File: src/rtl/sm83_pkg.sv
// Shared types for the SM83 instruction sequencer: decoded control ops, sequencer states,
// the illegal-opcode table and the sign-extension helper.
package sm83_pkg;

    typedef logic [7:0] instr_t;

    typedef enum logic [3:0] {
        CTL_NOP,
        ALU_OP,
        CTL_LD_R8_R8,
        CTL_INC16,
        CTL_DEC16,
        CTL_ALU_HL_R16,
        CTL_LD_R8_D8,
        CTL_LD_R16_D16,
        CTL_JR,
        CTL_JR_COND,
        CTL_LDPTR_D16_SP,
        CTL_LDPTR_R16_A,
        CTL_LDPTR_A_R16,
        CTL_HALT,
        CTL_STOP
    } ctl_op_t;

    typedef enum logic [3:0] {
        S_RST,
        S_FETCH,
        S_DEC,
        S_CB_FETCH,
        S_IMM_LO,
        S_IMM_HI,
        S_MEM_RD,
        S_WR_LO,
        S_WR_HI,
        S_EXEC,
        S_JR,
        S_HALT,
        S_STOP,
        S_LOCK
    } seq_state_t;

    localparam int N_ILLEGAL = 11;
    localparam logic [7:0] ILLEGAL_OPS [N_ILLEGAL] = '{
        8'hD3, 8'hDB, 8'hDD, 8'hE3, 8'hE4, 8'hEB, 8'hEC, 8'hED, 8'hF4, 8'hFC, 8'hFD
    };

    function automatic logic [15:0] sext8_16(input logic [7:0] v);
        return {{8{v[7]}}, v};
    endfunction

    function automatic logic is_illegal_op(input instr_t op);
        logic hit;
        hit = 1'b0;
        for (int i = 0; i < N_ILLEGAL; i++) begin
            if (ILLEGAL_OPS[i] == op) hit = 1'b1;
        end
        return hit;
    endfunction

endpackage

File: src/rtl/sm83_seq_if.sv
// Single-port memory bus between the sequencer (master) and memory (slave).
interface sm83_seq_if;
    // mem_req is held with mem_we/mem_addr/mem_wdata stable until the cycle in which
    // mem_ack is high; that cycle completes the transfer and mem_rdata is valid in it.
    // mem_ack has no meaning while mem_req is low.
    logic        mem_req;
    logic        mem_we;
    logic [15:0] mem_addr;
    logic [7:0]  mem_wdata;
    logic [7:0]  mem_rdata;
    logic        mem_ack;

    modport master (output mem_req, mem_we, mem_addr, mem_wdata, input mem_rdata, mem_ack);
    modport slave  (input mem_req, mem_we, mem_addr, mem_wdata, output mem_rdata, mem_ack);
endinterface

File: src/rtl/sm83_bus_port.sv
// Registered request side of the memory port; a new request is accepted only when the
// port is idle or the current transfer is being acknowledged.
module sm83_bus_port (
    input  logic        clk,
    input  logic        rst_n,
    input  logic        req_d,
    input  logic        we_d,
    input  logic [15:0] addr_d,
    input  logic [7:0]  wdata,
    output logic        done,
    sm83_seq_if.master  mem
);
    logic        req_q;
    logic        we_q;
    logic [15:0] addr_q;

    assign done          = req_q & mem.mem_ack;
    assign mem.mem_req   = req_q;
    assign mem.mem_we    = we_q;
    assign mem.mem_addr  = addr_q;
    assign mem.mem_wdata = wdata;

    always_ff @(posedge clk or negedge rst_n) begin
        if (!rst_n) begin
            req_q  <= 1'b0;
            we_q   <= 1'b0;
            addr_q <= 16'h0000;
        end else if (!req_q || mem.mem_ack) begin
            req_q  <= req_d;
            we_q   <= we_d;
            addr_q <= addr_d;
        end
    end
endmodule

File: src/rtl/sm83_seq.sv
// SM83 instruction sequencer: PC/IR/imm ownership, fetch and operand sequencing.
// Define SM83_SEQ_ILLEGAL_TRAP_EN to lock up on illegal opcodes instead of treating them as NOP.
module sm83_seq
    import sm83_pkg::*;
#(
    parameter logic [15:0] RESET_PC = 16'h0000
) (
    input  logic        clk,
    input  logic        rst_n,
    sm83_seq_if.master  mem,
    output instr_t      ir,
    output logic        ir_is_cb,
    input  ctl_op_t     dec_ctl_op,
    input  logic        dec_is_cb,
    output logic [15:0] imm,
    output logic [15:0] pc,
    output logic        exec_stb,
    output logic        wr_hi,
    input  logic [15:0] dp_addr,
    input  logic [7:0]  dp_wdata,
    input  logic        jr_taken,
    input  logic        wake,
    output logic        halted,
    output logic        stopped,
    output logic        locked,
    output seq_state_t  seq_state
);
    seq_state_t  state, state_d;
    ctl_op_t     op_q, op_d;
    instr_t      ir_d;
    logic        cb_d, done, illegal;
    logic [15:0] pc_d, imm_d;
    logic        req_d, we_d;
    logic [15:0] addr_d;

    assign illegal   = !ir_is_cb && is_illegal_op(ir);
    assign seq_state = state;
    assign exec_stb  = (state == S_EXEC);
    assign wr_hi     = (state == S_WR_HI);
    assign halted    = (state == S_HALT);
    assign stopped   = (state == S_STOP);
`ifdef SM83_SEQ_ILLEGAL_TRAP_EN
    assign locked    = (state == S_LOCK);
`else
    assign locked    = 1'b0;
`endif

    always_comb begin
        state_d = state;
        op_d    = op_q;
        ir_d    = ir;
        cb_d    = ir_is_cb;
        pc_d    = pc;
        imm_d   = imm;
        case (state)
            S_RST: state_d = S_FETCH;
            S_FETCH, S_CB_FETCH: if (done) begin
                ir_d    = mem.mem_rdata;
                cb_d    = (state == S_CB_FETCH);
                pc_d    = pc + 16'd1;
                state_d = S_DEC;
            end
            S_DEC: begin
                op_d = dec_ctl_op;
                if (ir_is_cb) begin
                    op_d    = ALU_OP;
                    state_d = S_EXEC;
                end else if (dec_is_cb) begin
                    state_d = S_CB_FETCH;
                end else if (illegal) begin
                    op_d = CTL_NOP;
`ifdef SM83_SEQ_ILLEGAL_TRAP_EN
                    state_d = S_LOCK;
`else
                    state_d = S_EXEC;
`endif
                end else begin
                    case (dec_ctl_op)
                        CTL_LD_R8_D8, CTL_LD_R16_D16, CTL_JR, CTL_JR_COND,
                        CTL_LDPTR_D16_SP: state_d = S_IMM_LO;
                        CTL_LDPTR_R16_A:  state_d = S_WR_LO;
                        CTL_LDPTR_A_R16:  state_d = S_MEM_RD;
                        CTL_HALT:         state_d = S_HALT;
                        CTL_STOP:         state_d = S_STOP;
                        default:          state_d = S_EXEC;
                    endcase
                end
            end
            S_IMM_LO: if (done) begin
                imm_d[7:0] = mem.mem_rdata;
                pc_d       = pc + 16'd1;
                case (op_q)
                    CTL_LD_R8_D8: state_d = S_EXEC;
                    CTL_JR:       state_d = S_JR;
                    CTL_JR_COND:  state_d = jr_taken ? S_JR : S_FETCH;
                    default:      state_d = S_IMM_HI;
                endcase
            end
            S_IMM_HI: if (done) begin
                imm_d[15:8] = mem.mem_rdata;
                pc_d        = pc + 16'd1;
                state_d     = (op_q == CTL_LDPTR_D16_SP) ? S_WR_LO : S_EXEC;
            end
            S_MEM_RD: if (done) begin
                imm_d[7:0] = mem.mem_rdata;
                state_d    = S_EXEC;
            end
            S_WR_LO: if (done) state_d = (op_q == CTL_LDPTR_D16_SP) ? S_WR_HI : S_EXEC;
            S_WR_HI: if (done) state_d = S_FETCH;
            S_EXEC:  state_d = S_FETCH;
            S_JR: begin
                pc_d    = pc + sext8_16(imm[7:0]);
                state_d = S_FETCH;
            end
            S_HALT, S_STOP: if (wake) state_d = S_FETCH;
            S_LOCK:  state_d = S_LOCK;
            default: state_d = S_RST;
        endcase
    end

    // Request for the state being entered, built from next-cycle PC/imm so it is registered on entry.
    always_comb begin
        req_d  = 1'b0;
        we_d   = 1'b0;
        addr_d = pc_d;
        case (state_d)
            S_FETCH, S_CB_FETCH, S_IMM_LO, S_IMM_HI: req_d = 1'b1;
            S_MEM_RD: begin
                req_d  = 1'b1;
                addr_d = dp_addr;
            end
            S_WR_LO: begin
                req_d  = 1'b1;
                we_d   = 1'b1;
                addr_d = (op_d == CTL_LDPTR_D16_SP) ? imm_d : dp_addr;
            end
            S_WR_HI: begin
                req_d  = 1'b1;
                we_d   = 1'b1;
                addr_d = imm_d + 16'd1;
            end
            default: ;
        endcase
    end

    sm83_bus_port u_bus (
        .clk    (clk),
        .rst_n  (rst_n),
        .req_d  (req_d),
        .we_d   (we_d),
        .addr_d (addr_d),
        .wdata  (dp_wdata),
        .done   (done),
        .mem    (mem)
    );

    always_ff @(posedge clk or negedge rst_n) begin
        if (!rst_n) begin
            state    <= S_RST;
            op_q     <= CTL_NOP;
            ir       <= 8'h00;
            ir_is_cb <= 1'b0;
            pc       <= RESET_PC;
            imm      <= 16'h0000;
        end else begin
            state    <= state_d;
            op_q     <= op_d;
            ir       <= ir_d;
            ir_is_cb <= cb_d;
            pc       <= pc_d;
            imm      <= imm_d;
        end
    end
endmodule

File: src/flat_wrapper.sv
// flat-port wrapper written by rule: the top's interface ports become plain ports
module sm83_seq_flat import sm83_pkg::*;
#(
    parameter logic [15:0] RESET_PC = 16'h0000
)
  (clk, rst_n, ir, ir_is_cb, dec_ctl_op, dec_is_cb, imm, pc, exec_stb, wr_hi, dp_addr, dp_wdata, jr_taken, wake, halted, stopped, locked, seq_state, mem_mem_req, mem_mem_we, mem_mem_addr, mem_mem_wdata, mem_mem_rdata, mem_mem_ack);
  sm83_seq_if mem_i ();
  input  logic clk;
  input  logic rst_n;
  output instr_t ir;
  output logic ir_is_cb;
  input  ctl_op_t dec_ctl_op;
  input  logic dec_is_cb;
  output logic [15:0] imm;
  output logic [15:0] pc;
  output logic exec_stb;
  output logic wr_hi;
  input  logic [15:0] dp_addr;
  input  logic [7:0] dp_wdata;
  input  logic jr_taken;
  input  logic wake;
  output logic halted;
  output logic stopped;
  output logic locked;
  output seq_state_t seq_state;
  output wire logic [$bits(mem_i.mem_req)-1:0] mem_mem_req;
  output wire logic [$bits(mem_i.mem_we)-1:0] mem_mem_we;
  output wire logic [$bits(mem_i.mem_addr)-1:0] mem_mem_addr;
  output wire logic [$bits(mem_i.mem_wdata)-1:0] mem_mem_wdata;
  input wire logic [$bits(mem_i.mem_rdata)-1:0] mem_mem_rdata;
  input wire logic [$bits(mem_i.mem_ack)-1:0] mem_mem_ack;
  assign mem_mem_req = mem_i.mem_req;
  assign mem_mem_we = mem_i.mem_we;
  assign mem_mem_addr = mem_i.mem_addr;
  assign mem_mem_wdata = mem_i.mem_wdata;
  assign mem_i.mem_rdata = mem_mem_rdata;
  assign mem_i.mem_ack = mem_mem_ack;
  sm83_seq #(.RESET_PC(RESET_PC)) u_core (.clk(clk), .rst_n(rst_n), .mem(mem_i), .ir(ir), .ir_is_cb(ir_is_cb), .dec_ctl_op(dec_ctl_op), .dec_is_cb(dec_is_cb), .imm(imm), .pc(pc), .exec_stb(exec_stb), .wr_hi(wr_hi), .dp_addr(dp_addr), .dp_wdata(dp_wdata), .jr_taken(jr_taken), .wake(wake), .halted(halted), .stopped(stopped), .locked(locked), .seq_state(seq_state));
endmodule
File: config.mk
export PLATFORM = sky130hd
export DESIGN_NAME = sm83_seq_flat
export DESIGN_NICKNAME = d
export VERILOG_FILES = /design/src/rtl/sm83_pkg.sv /design/src/rtl/sm83_seq_if.sv /design/src/rtl/sm83_bus_port.sv /design/src/rtl/sm83_seq.sv /design/src/flat_wrapper.sv
export SDC_FILE = /design/constraint.sdc
export NUM_CORES = 1
export LEC_CHECK = 0
export BUFFER_PORTS_ARGS = -buffer_cell sky130_fd_sc_hd__buf_2
export CAP_MARGIN = 20
export CORE_MARGIN = 1
export CORE_UTILIZATION = 55
export CTS_CLUSTER_SIZE = 10
export DETAILED_ROUTE_END_ITERATION = 10
export GPL_ROUTABILITY_DRIVEN = 1
export GPL_TIMING_DRIVEN = 0
export PLACE_DENSITY = 0.82
export SLEW_MARGIN = 0
export SYNTH_ARGS = -nofsm -noshare
export SYNTH_HDL_FRONTEND = slang
export SYNTH_SLANG_ARGS = --single-unit
File: constraint.sdc
create_clock -name clk -period 3.08 [get_ports clk]
set_input_delay 0.154 -clock clk [delete_from_list [all_inputs] [get_ports clk]]
set_output_delay 0.154 -clock clk [all_outputs]
set_load 0.05 [all_outputs]
==> results.json, run 1 <==
{
  "critPathArrivalTime_ns": 3.32,
  "detail_route.iter0.violations": 376,
  "worst_pin_slew_ns": 0.8373,
  "routed.top_layer": "met4",
  "rows": 33,
  "syn-instance-count": 542,
  "grt_overflow": 0,
  "pre_cts_ws_ns": -0.2789,
  "yosysTopAreaCell": "dfrtp_1",
  "yosys_warnings": 0,
  "wire_per_inst_um": 18.94,
  "ys_ff_latch": 67,
  "drt-met1-wl_mm": 6.486,
  "cts_buffers": 9,
  "p_per_area_mw_per_mm2": 1214,
  "core_mm2": 0.008341,
  "final_layout_size_suffix_gt1_share_pct": 34.56,
  "routed_via_density": 6.349,
  "gp_congestion": 0.9886,
  "layout_setup_ws_ns": 0.05572,
  "ctsHtreeMaxLevel": 3,
  "synthArstFlopShare_pct": 100.0,
  "max_freq_mhz": 330.7,
  "syn_nets": 602,
  "first_global_vias": 4561,
  "io_pins": 118,
  "clockRootBuffer": "clkbuf_8",
  "netlist_top_cells_area": "dfrtp_1 35%, ha_1 4.4%, nor2_1 4.3%",
  "status": "complete, no violations",
  "synth_edf_count": 0,
  "ant_nets": 0,
  "ys_types": 75,
  "antenna_cells": 0,
  "die-height_um": 95.66,
  "start_kind": "flip-flop",
  "wl_mm": 14.87,
  "fin_crit_ns": 3.024,
  "synth_ff_type": "dfrtp_1",
  "ir_drop_v": 0.0008005,
  "grt_max_degree": 68,
  "fin_crit_sh_pct": 98.19,
  "critPathKind": "reg2reg",
  "grt_pass1_wl_mm": 22.57,
  "crit_path_max_fanout": 10,
  "wl_met3_mm": 1.399,
  "netlist_area_mm2": 0.004825,
  "max_slew_margin_pct": 44.18,
  "slew_violations": 0,
  "wl_met2_mm": 6.702,
  "cts_tree": "done",
  "r2r_slack_ns": 0.06,
  "power.leakage_nw": 2.751,
  "route.vias.total": 4984,
  "clk_path_buf_depth": 2,
  "worstSetupEndpointType": "flip-flop",
  "synth-seq-area-share_pct": 34.75,
  "rsz0062_at_grt": "true",
  "path_clk_slew_ns": 0.08,
  "port_buffers": 105,
  "globalRouteTotalUtil_pct": 32.76,
  "layout_common_cells": "109 x buf_2, 58 x dfrtp_1, 51 x nor2_1",
  "final_common_cell": "buf_2",
  "holdCritPathClass": "in2reg",
  "reg2reg_depth": 12,
  "start_util_pct": 57.85,
  "finClkSkew_ns": 0.01348,
  "first_pass_iters": 5,
  "clkSinkCount": 67,
  "dp.cells": 753,
  "clk_latency_ns": 0.36,
  "area_growth_pct": 26.56,
  "cp.required_ns": 3.38,
  "postSynthAreaPerCell_um2": 8.902,
  "setup_viol": 0,
  "final_nets": 735,
  "hold_viol": 0,
  "fin_setup_tns_ns": 0,
  "post_layout_nonfiller_instances": 785,
  "design.die.area_mm2": 0.009151,
  "maxCapViolCount": 0,
  "drc": 0,
  "whs_path_depth": 3,
  "hpwl_mm": 11.00,
  "die_w_um": 95.66,
  "antenna_found_initial": 0,
  "yosysTopAreaCellShare_pct": 34.75
}
==> report_power, final <==
part / internal [mW] / switching, mW
combinational: 1.65 / 3.22
clock: 0.395 / 0.351
sequential: 1.29 / 0.507
total: 3.33 / 4.08
==> cell families after synthesis <==
logic type                 share of synthesized area (%)
AOI/OAI and AO/OA                                  23.18
xor gates and xnor gates                           2.541
adders and majority gates                          4.824
buffers and inverters                              5.679
DFF                                                34.75
muxes                                              7.054
other                                            0.07773
and+or+nand+nor                                    21.89
==> worst max-delay path, stage by stage (launching register included) <==
cell	delay (ns)
dfrtp_2	0.45
nand4b_4	0.22
nor2_4	0.15
buf_6	0.17
mux2_2	0.21
ha_2	0.23
o21ai_1	0.14
or3_4	0.36
or3_4	0.37
nor2_1	0.17
xnor2_1	0.08
o2111ai_1	0.21
o221a_2	0.21
==> metrics by stage <==
step | utilization, % | hold WS [ns] | area [um2] | power (mW)
2_1_floorplan | - | -0.1416 | 4838 | 5.072
3_3_place_gp | 65.89 | 0.4228 | 5495 | 6.064
3_5_place_dp | 66.01 | 0.3043 | 5505 | 6.159
4_1_cts | 69.47 | 0.04666 | 5794 | 7.016
5_1_grt | 73.21 | 0.07581 | 6106 | 7.839
6_report | 73.21 | 0.06128 | 6106 | 7.410
==> cell usage after synthesis, types with 7 or more instances <==
master,count
dfrtp_1,67
nor2_1,55
nand2_1,43
a21oi_1,33
o21ai_0,24
inv_1,21
nand3_1,18
ha_1,17
mux2_2,16
mux2i_1,16
a31oi_1,14
nor3_1,14
buf_4,11
and3_1,10
o211ai_1,10
xnor2_1,10
clkbuf_1,9
buf_2,8
nand4_1,8
or3_1,7
==> final cells by class <==
type | count | area (um2)
inverters | 21 | 78.83
flip-flops and latches | 67 | 1690
fillers | 622 | 2235
plain buffers | 31 | 217.7
clock inverters | 6 | 63.81
repair buffers | 123 | 675.6
clock buffers | 10 | 137.6
well taps | 105 | 131.4
multi-input cells | 422 | 3110
==> metal layers <==
layer	vias to the layer above	global-route usage [%]
met5	-	0
met4	0	12.56
met3	32	6.459
met2	288	50.18
met1	2358	45.69
li1	2306	-
==> registers in the layout (all words and copies together), names as in the netlist <==
name                       count
u_core.op_q                    4
u_core.ir                      8
u_core.ir_is_cb                1
u_core.imm                    16
u_core.pc                     16
u_core.u_bus.mem.mem_addr     16
u_core.seq_state               4
u_core.u_bus.mem.mem_we        1
u_core.u_bus.mem.mem_req       1
==> final timing paths <==
kind / from / end
max in group asynchronous: rst_n / u_core.imm[7]$_DFF_PN0_
hold reg to reg: u_core.u_bus.mem.mem_addr[15]$_DFFE_PN0P_ / u_core.u_bus.mem.mem_addr[15]$_DFFE_PN0P_
setup / recovery: u_core.seq_state[3]$_DFF_PN0_ / u_core.u_bus.mem.mem_addr[12]$_DFFE_PN0P_
setup reg to reg: u_core.seq_state[3]$_DFF_PN0_ / u_core.u_bus.mem.mem_addr[12]$_DFFE_PN0P_
min in group asynchronous: rst_n / u_core.op_q[2]$_DFF_PN0_
hold / removal: dp_addr[13] / u_core.u_bus.mem.mem_addr[13]$_DFFE_PN0P_
==> what timing repair did <==
| action | CTS | global route |
|---|---|---|
| resized for setup | 15 | 51 |
| pin swaps | 3 | 10 |
| endpoints found under the hold margin | 67 | 0 |
| setup endpoints to repair | 12 | 16 |
| hold buffers | 1 | 0 |
| cloned | 0 | 0 |
| setup buffers | 0 | 16 |
Note: power is estimated with default switching activity, not from simulation.
==> inputs of run 2 (changes only) <==
CORE_UTILIZATION = 59   (was 55)
PLACE_DENSITY = 0.87   (was 0.82)
clock period = 3.8 ns   (was 3.08 ns; I/O delays follow)
==> run 2 against run 1 <==
Sequential power decreased by 21%; non-clock buffer count fell by 15; register-to-register slack better by 0.33 ns; wire length is 4.3% lower; clock skew shrank 0.0039 ns; count of clock-buffer cells in the layout is 1 lower; design area fell by 6.8%; combinational power is 25% lower.
==> results.json, run 2 (synthesis gave the netlist of run 1 again) <==
{
  "core_mm2": 0.007807,
  "layout_setup_ws_ns": 0.3866,
  "design.die.area_mm2": 0.008543,
  "seqCellArea_mm2": 0.001677,
  "io_pins": 118,
  "status": "complete, no violations",
  "clkSinkCount": 67,
  "first_global_vias": 4589,
  "wl_mm": 14.23,
  "rsz0062_at_grt": "false",
  "worstSetupEndpointType": "flip-flop",
  "holdCritPathClass": "in2reg",
  "start_util_pct": 61.79,
  "grt_pass1_wl_mm": 22.66,
  "rr_endpoint": "u_core.u_bus.mem.mem_addr[15]$_DFFE_PN0P_",
  "finClkSkew_ns": 0.009560,
  "fin_setup_tns_ns": 0,
  "reg2reg_depth": 10,
  "ctsHtreeMaxLevel": 3,
  "crit_path_max_fanout": 14,
  "setup.worst_path.end": "u_core.u_bus.mem.mem_addr[15]$_DFFE_PN0P_",
  "placed_cell_area_mm2": 0.005488,
  "crit_path_start": "u_core.imm[7]$_DFF_PN0_",
  "gp_congestion": 1.040,
  "power.leakage_nw": 2.629,
  "fillers": 591,
  "maxCapViolCount": 0,
  "p_per_area_mw_per_mm2": 992.8,
  "globalRouteTotalUtil_pct": 34.07,
  "max_slew_margin_pct": 43.91,
  "final_layout_size_suffix_gt1_share_pct": 27.07,
  "area_growth_pct": 17.92,
  "die_w_um": 92.43,
  "rows": 32,
  "worst_pin_slew_ns": 0.8413,
  "pre_cts_ws_ns": 0.4316,
  "multi_input_area_mm2": 0.002874,
  "final_nets": 720,
  "path_clk_slew_ns": 0.08,
  "slew_violations": 0,
  "cts_tree": "done",
  "clk_path_buf_depth": 2,
  "start_kind": "flip-flop",
  "ant_nets": 0,
  "fin_crit_ns": 3.413,
  "antenna_cells": 0,
  "hpwl_mm": 10.75,
  "critPathArrivalTime_ns": 3.66,
  "whs_ns": 0.09642,
  "first_pass_iters": 5,
  "fin_area_mm2": 0.005689,
  "r2r_slack_ns": 0.39,
  "port_buffers": 105,
  "reg2reg_from": "u_core.imm[7]$_DFF_PN0_",
  "cp.required_ns": 4.05,
  "critPathKind": "reg2reg",
  "grt_max_degree": 68,
  "route.vias.total": 4917,
  "dp.cells": 750,
  "ir_drop_v": 0.0007411,
  "routed_via_density": 6.411,
  "final_util_pct": 72.87,
  "setup_viol": 0,
  "antenna_found_initial": 0,
  "fin_crit_sh_pct": 89.83,
  "post_cts_resized": 0,
  "layout_common_cells": "112 x buf_2, 67 x dfrtp_1, 55 x nor2_1",
  "hold_viol": 0,
  "clockRootBuffer": "clkbuf_8",
  "cts_buffers": 9,
  "total_power_mw": 5.648,
  "die-height_um": 92.43,
  "post_layout_nonfiller_instances": 767,
  "max_freq_mhz": 293.0,
  "clk_latency_ns": 0.36,
  "detail_route.iter0.violations": 435,
  "wire_per_inst_um": 18.56,
  "drc": 0,
  "final_common_cell": "buf_2",
  "grt_overflow": 0
}
[run 2: cell types whose count changed in the layout (fill, tap and decap cells not counted), sizes merged]
| cell | before | now |
|---|---|---|
| buf | 142 | 128 |
| clkbuf | 21 | 19 |
| clkinv | 2 | 5 |
| clkinvlp | 2 | 0 |
[run 2: cell type report]
| cell class | count | share of cell area [%] |
|---|---|---|
| Clock buffer | 9 | 2.177 |
| Inverter | 21 | 1.386 |
| Clock inverter | 7 | 1.188 |
| Multi-Input combinational cell | 422 | 50.52 |
| Tap cell | 102 | 2.243 |
| Buffer | 32 | 3.431 |
| Timing Repair Buffer | 107 | 9.589 |
| Sequential cell | 67 | 29.47 |
[run 2: layer usage]
| metal | global-route usage (%) | routed length (um) |
|---|---|---|
| met1 | 46.25 | 5985 |
| met2 | 55.06 | 6544 |
| met3 | 5.337 | 1391 |
| met4 | 12.50 | 312 |
| met5 | 0 | 0 |
[run 2: critical path: stages, from the launching register on]
cell and delay [ns]:
dfrtp_1 0.58, ha_1 0.50, nand3_1 0.13, nor4b_1 0.46, nor4bb_1 0.18, o41a_1 0.45
o21bai_1 0.19, mux2i_1 0.26, o21a_1 0.18, nor3b_1 0.05, o32a_1 0.34
[run 2: how the worst min path moves through the flow]
stage / start / end / slack (ns) / cells past startpoint
after detailed placement: rst_n / u_core.op_q[2]$_DFF_PN0_ / 0.34 / 1
after CTS: dp_addr[13] / u_core.u_bus.mem.mem_addr[13]$_DFFE_PN0P_ / 0.1 / 3
after global routing: dp_addr[13] / u_core.u_bus.mem.mem_addr[13]$_DFFE_PN0P_ / 0.12 / 3
after floorplan: rst_n / u_core.imm[0]$_DFF_PN0_ / -0.11 / 0
after global placement: dp_addr[13] / u_core.u_bus.mem.mem_addr[13]$_DFFE_PN0P_ / 0.46 / 3
final: dp_addr[13] / u_core.u_bus.mem.mem_addr[13]$_DFFE_PN0P_ / 0.1 / 3
[run 2: where the power goes]
part	internal, mW	switching (mW)
registers	1.03	0.381
clock network	0.301	0.284
logic	1.14	2.51
[run 2: repair_timing]
item / 4_1_cts / 5_1_grt
hold buffers: 1 / 0
buffers inserted: 0 / 0
endpoints found under the hold margin: 67 / 0
==> inputs of run 3 (changes only) <==
PLACE_DENSITY = 0.88   (was 0.87)
TNS_END_PERCENT = 10   (was not set)
==> run 3 against run 2 <==
Worst hold slack worse by 0.0021 ns; sequential power about the same; largest cell class unchanged; via count up 1.7%; core utilization rose by 0.43 points; combinational power about the same; largest power group unchanged.
==> results.json, run 3 (synthesis gave the netlist of run 1 again) <==
{
  "max_slew_margin_pct": 43.20,
  "cp.required_ns": 4.03,
  "clk_path_buf_depth": 2,
  "io_pins": 118,
  "area_growth_pct": 18.62,
  "path_clk_slew_ns": 0.08,
  "antenna_found_initial": 0,
  "routed.top_layer": "met4",
  "holdCritPathClass": "in2reg",
  "fin_crit_sh_pct": 92.20,
  "worstSetupEndpointType": "flip-flop",
  "first_pass_iters": 5,
  "grt_max_degree": 68,
  "critPathKind": "reg2reg",
  "layout_common_cells": "112 x buf_2, 67 x dfrtp_1, 55 x nor2_1",
  "die-height_um": 92.43,
  "wl_met2_mm": 6.549,
  "final_nets": 720,
  "cts_tree": "done",
  "fin_setup_tns_ns": 0,
  "design.die.area_mm2": 0.008543,
  "port_buffers": 105,
  "r2r_slack_ns": 0.30,
  "reg2reg_from": "u_core.u_bus.mem.mem_req$_DFFE_PN0P_",
  "ctsHtreeMaxLevel": 3,
  "p_per_area_mw_per_mm2": 1004,
  "grt_overflow": 0,
  "fin_crit_ns": 3.504,
  "start_kind": "flip-flop",
  "rows": 32,
  "drt-met1-wl_mm": 6.063,
  "maxCapViolCount": 0,
  "critPathArrivalTime_ns": 3.73,
  "die_w_um": 92.43,
  "routed_via_density": 6.526,
  "placed_cell_area_mm2": 0.005488,
  "core_mm2": 0.007807,
  "final_common_cell": "buf_2",
  "cts_buffers": 9,
  "route.vias.total": 4999,
  "wl_mm": 14.46,
  "final_layout_size_suffix_gt1_share_pct": 26.96,
  "drc": 0,
  "hold_viol": 0,
  "hpwl_mm": 10.79,
  "grt_pass1_wl_mm": 23.13,
  "globalRouteTotalUtil_pct": 34.69,
  "clk_latency_ns": 0.35,
  "worst_pin_slew_ns": 0.8521,
  "clkSinkCount": 67,
  "slew_violations": 0,
  "clockRootBuffer": "clkbuf_8",
  "max_freq_mhz": 285.4,
  "fin_area_mm2": 0.005723,
  "crit_path_start": "u_core.u_bus.mem.mem_req$_DFFE_PN0P_",
  "antenna_cells": 0,
  "wire_per_inst_um": 18.87,
  "start_util_pct": 61.79,
  "wl_met3_mm": 1.546,
  "detail_route.iter0.violations": 490,
  "ir_drop_v": 0.0007050,
  "ant_nets": 0,
  "finClkSkew_ns": 0.01123,
  "rsz0062_at_grt": "false",
  "power.leakage_nw": 2.641,
  "setup_viol": 0,
  "status": "complete, no violations",
  "first_global_vias": 4781,
  "crit_path_max_fanout": 10,
  "holdCritStartpoint": "dp_addr[13]",
  "gp_congestion": 1.011
}
[run 3: cell types whose count changed in the layout (fill, tap and decap cells not counted)]
cell / before / now
clkinv_2: 4 / 1
clkbuf_8: 9 / 11
bufinv_16: 1 / 2
inv_6: 1 / 0
[run 3: layout make-up]
| cell class | instances | area (um2) |
|---|---|---|
| well taps | 102 | 127.6 |
| fillers | 604 | 2085 |
| clock inverters | 4 | 73.82 |
| repair buffers | 107 | 545.5 |
| inverters | 21 | 78.83 |
| plain buffers | 32 | 195.2 |
| clock buffers | 11 | 151.4 |
| multi-input cells | 422 | 2874 |
| flip-flops and latches | 67 | 1677 |
[run 3: power by group]
| part | total [mW] | switching (mW) | internal [mW] | leakage (nW) |
|---|---|---|---|---|
| combinational | 3.66 | 2.52 | 1.14 | 1.72 |
| sequential | 1.41 | 0.380 | 1.03 | 0.803 |
| clock | 0.672 | 0.271 | 0.402 | 0.115 |
[run 3: worst paths after layout]
path | endpoint | cells after the start
worst max-delay path | u_core.u_bus.mem.mem_addr[14]$_DFFE_PN0P_ | 12
worst min-delay path | u_core.u_bus.mem.mem_addr[13]$_DFFE_PN0P_ | 3
worst min register to register | u_core.u_bus.mem.mem_addr[15]$_DFFE_PN0P_ | 1
worst max register to register | u_core.u_bus.mem.mem_addr[14]$_DFFE_PN0P_ | 12
min in group asynchronous | u_core.op_q[2]$_DFF_PN0_ | 2
max in group asynchronous | u_core.u_bus.mem.mem_addr[2]$_DFFE_PN0P_ | 2
[run 3: per-stage QoR]
step	utilization, %	hold WS (ns)	power (mW)	setup slack, ns	instances
2_1_floorplan	-	-0.1056	4.102	0.2166	542
3_3_place_gp	70.16	0.4584	4.883	0.5540	749
3_5_place_dp	70.29	0.3427	4.978	0.4073	750
4_1_cts	73.30	0.08656	5.675	0.3616	766
5_1_grt	73.30	0.1080	6.060	0.1443	766
6_report	73.30	0.09432	5.743	0.2964	766
[run 3: repair_timing]
action	in CTS	in global routing
buffers inserted	0	0
hold buffers	1	0
resized for setup	0	0
endpoints found under the hold margin	67	0
[run 3: layer usage]
| layer | track usage (%) | vias to the layer above |
|---|---|---|
| met1 | 46.72 | 2392 |
| li1 | - | 2266 |
| met4 | 12.24 | 0 |
| met2 | 53.70 | 311 |
| met5 | 0 | - |
| met3 | 9.442 | 30 |
[run 3: worst max-delay path: stages, from the launching register on]
cell      delay (ns)
dfrtp_1         0.54
nand4b_2        0.25
nor2_1          0.27
buf_4           0.24
mux2_2          0.22
ha_1            0.24
o21ai_0         0.18
or3_1           0.40
or3_4           0.37
nor3_1          0.25
o22ai_1         0.14
a21oi_1         0.19
a21oi_1         0.09
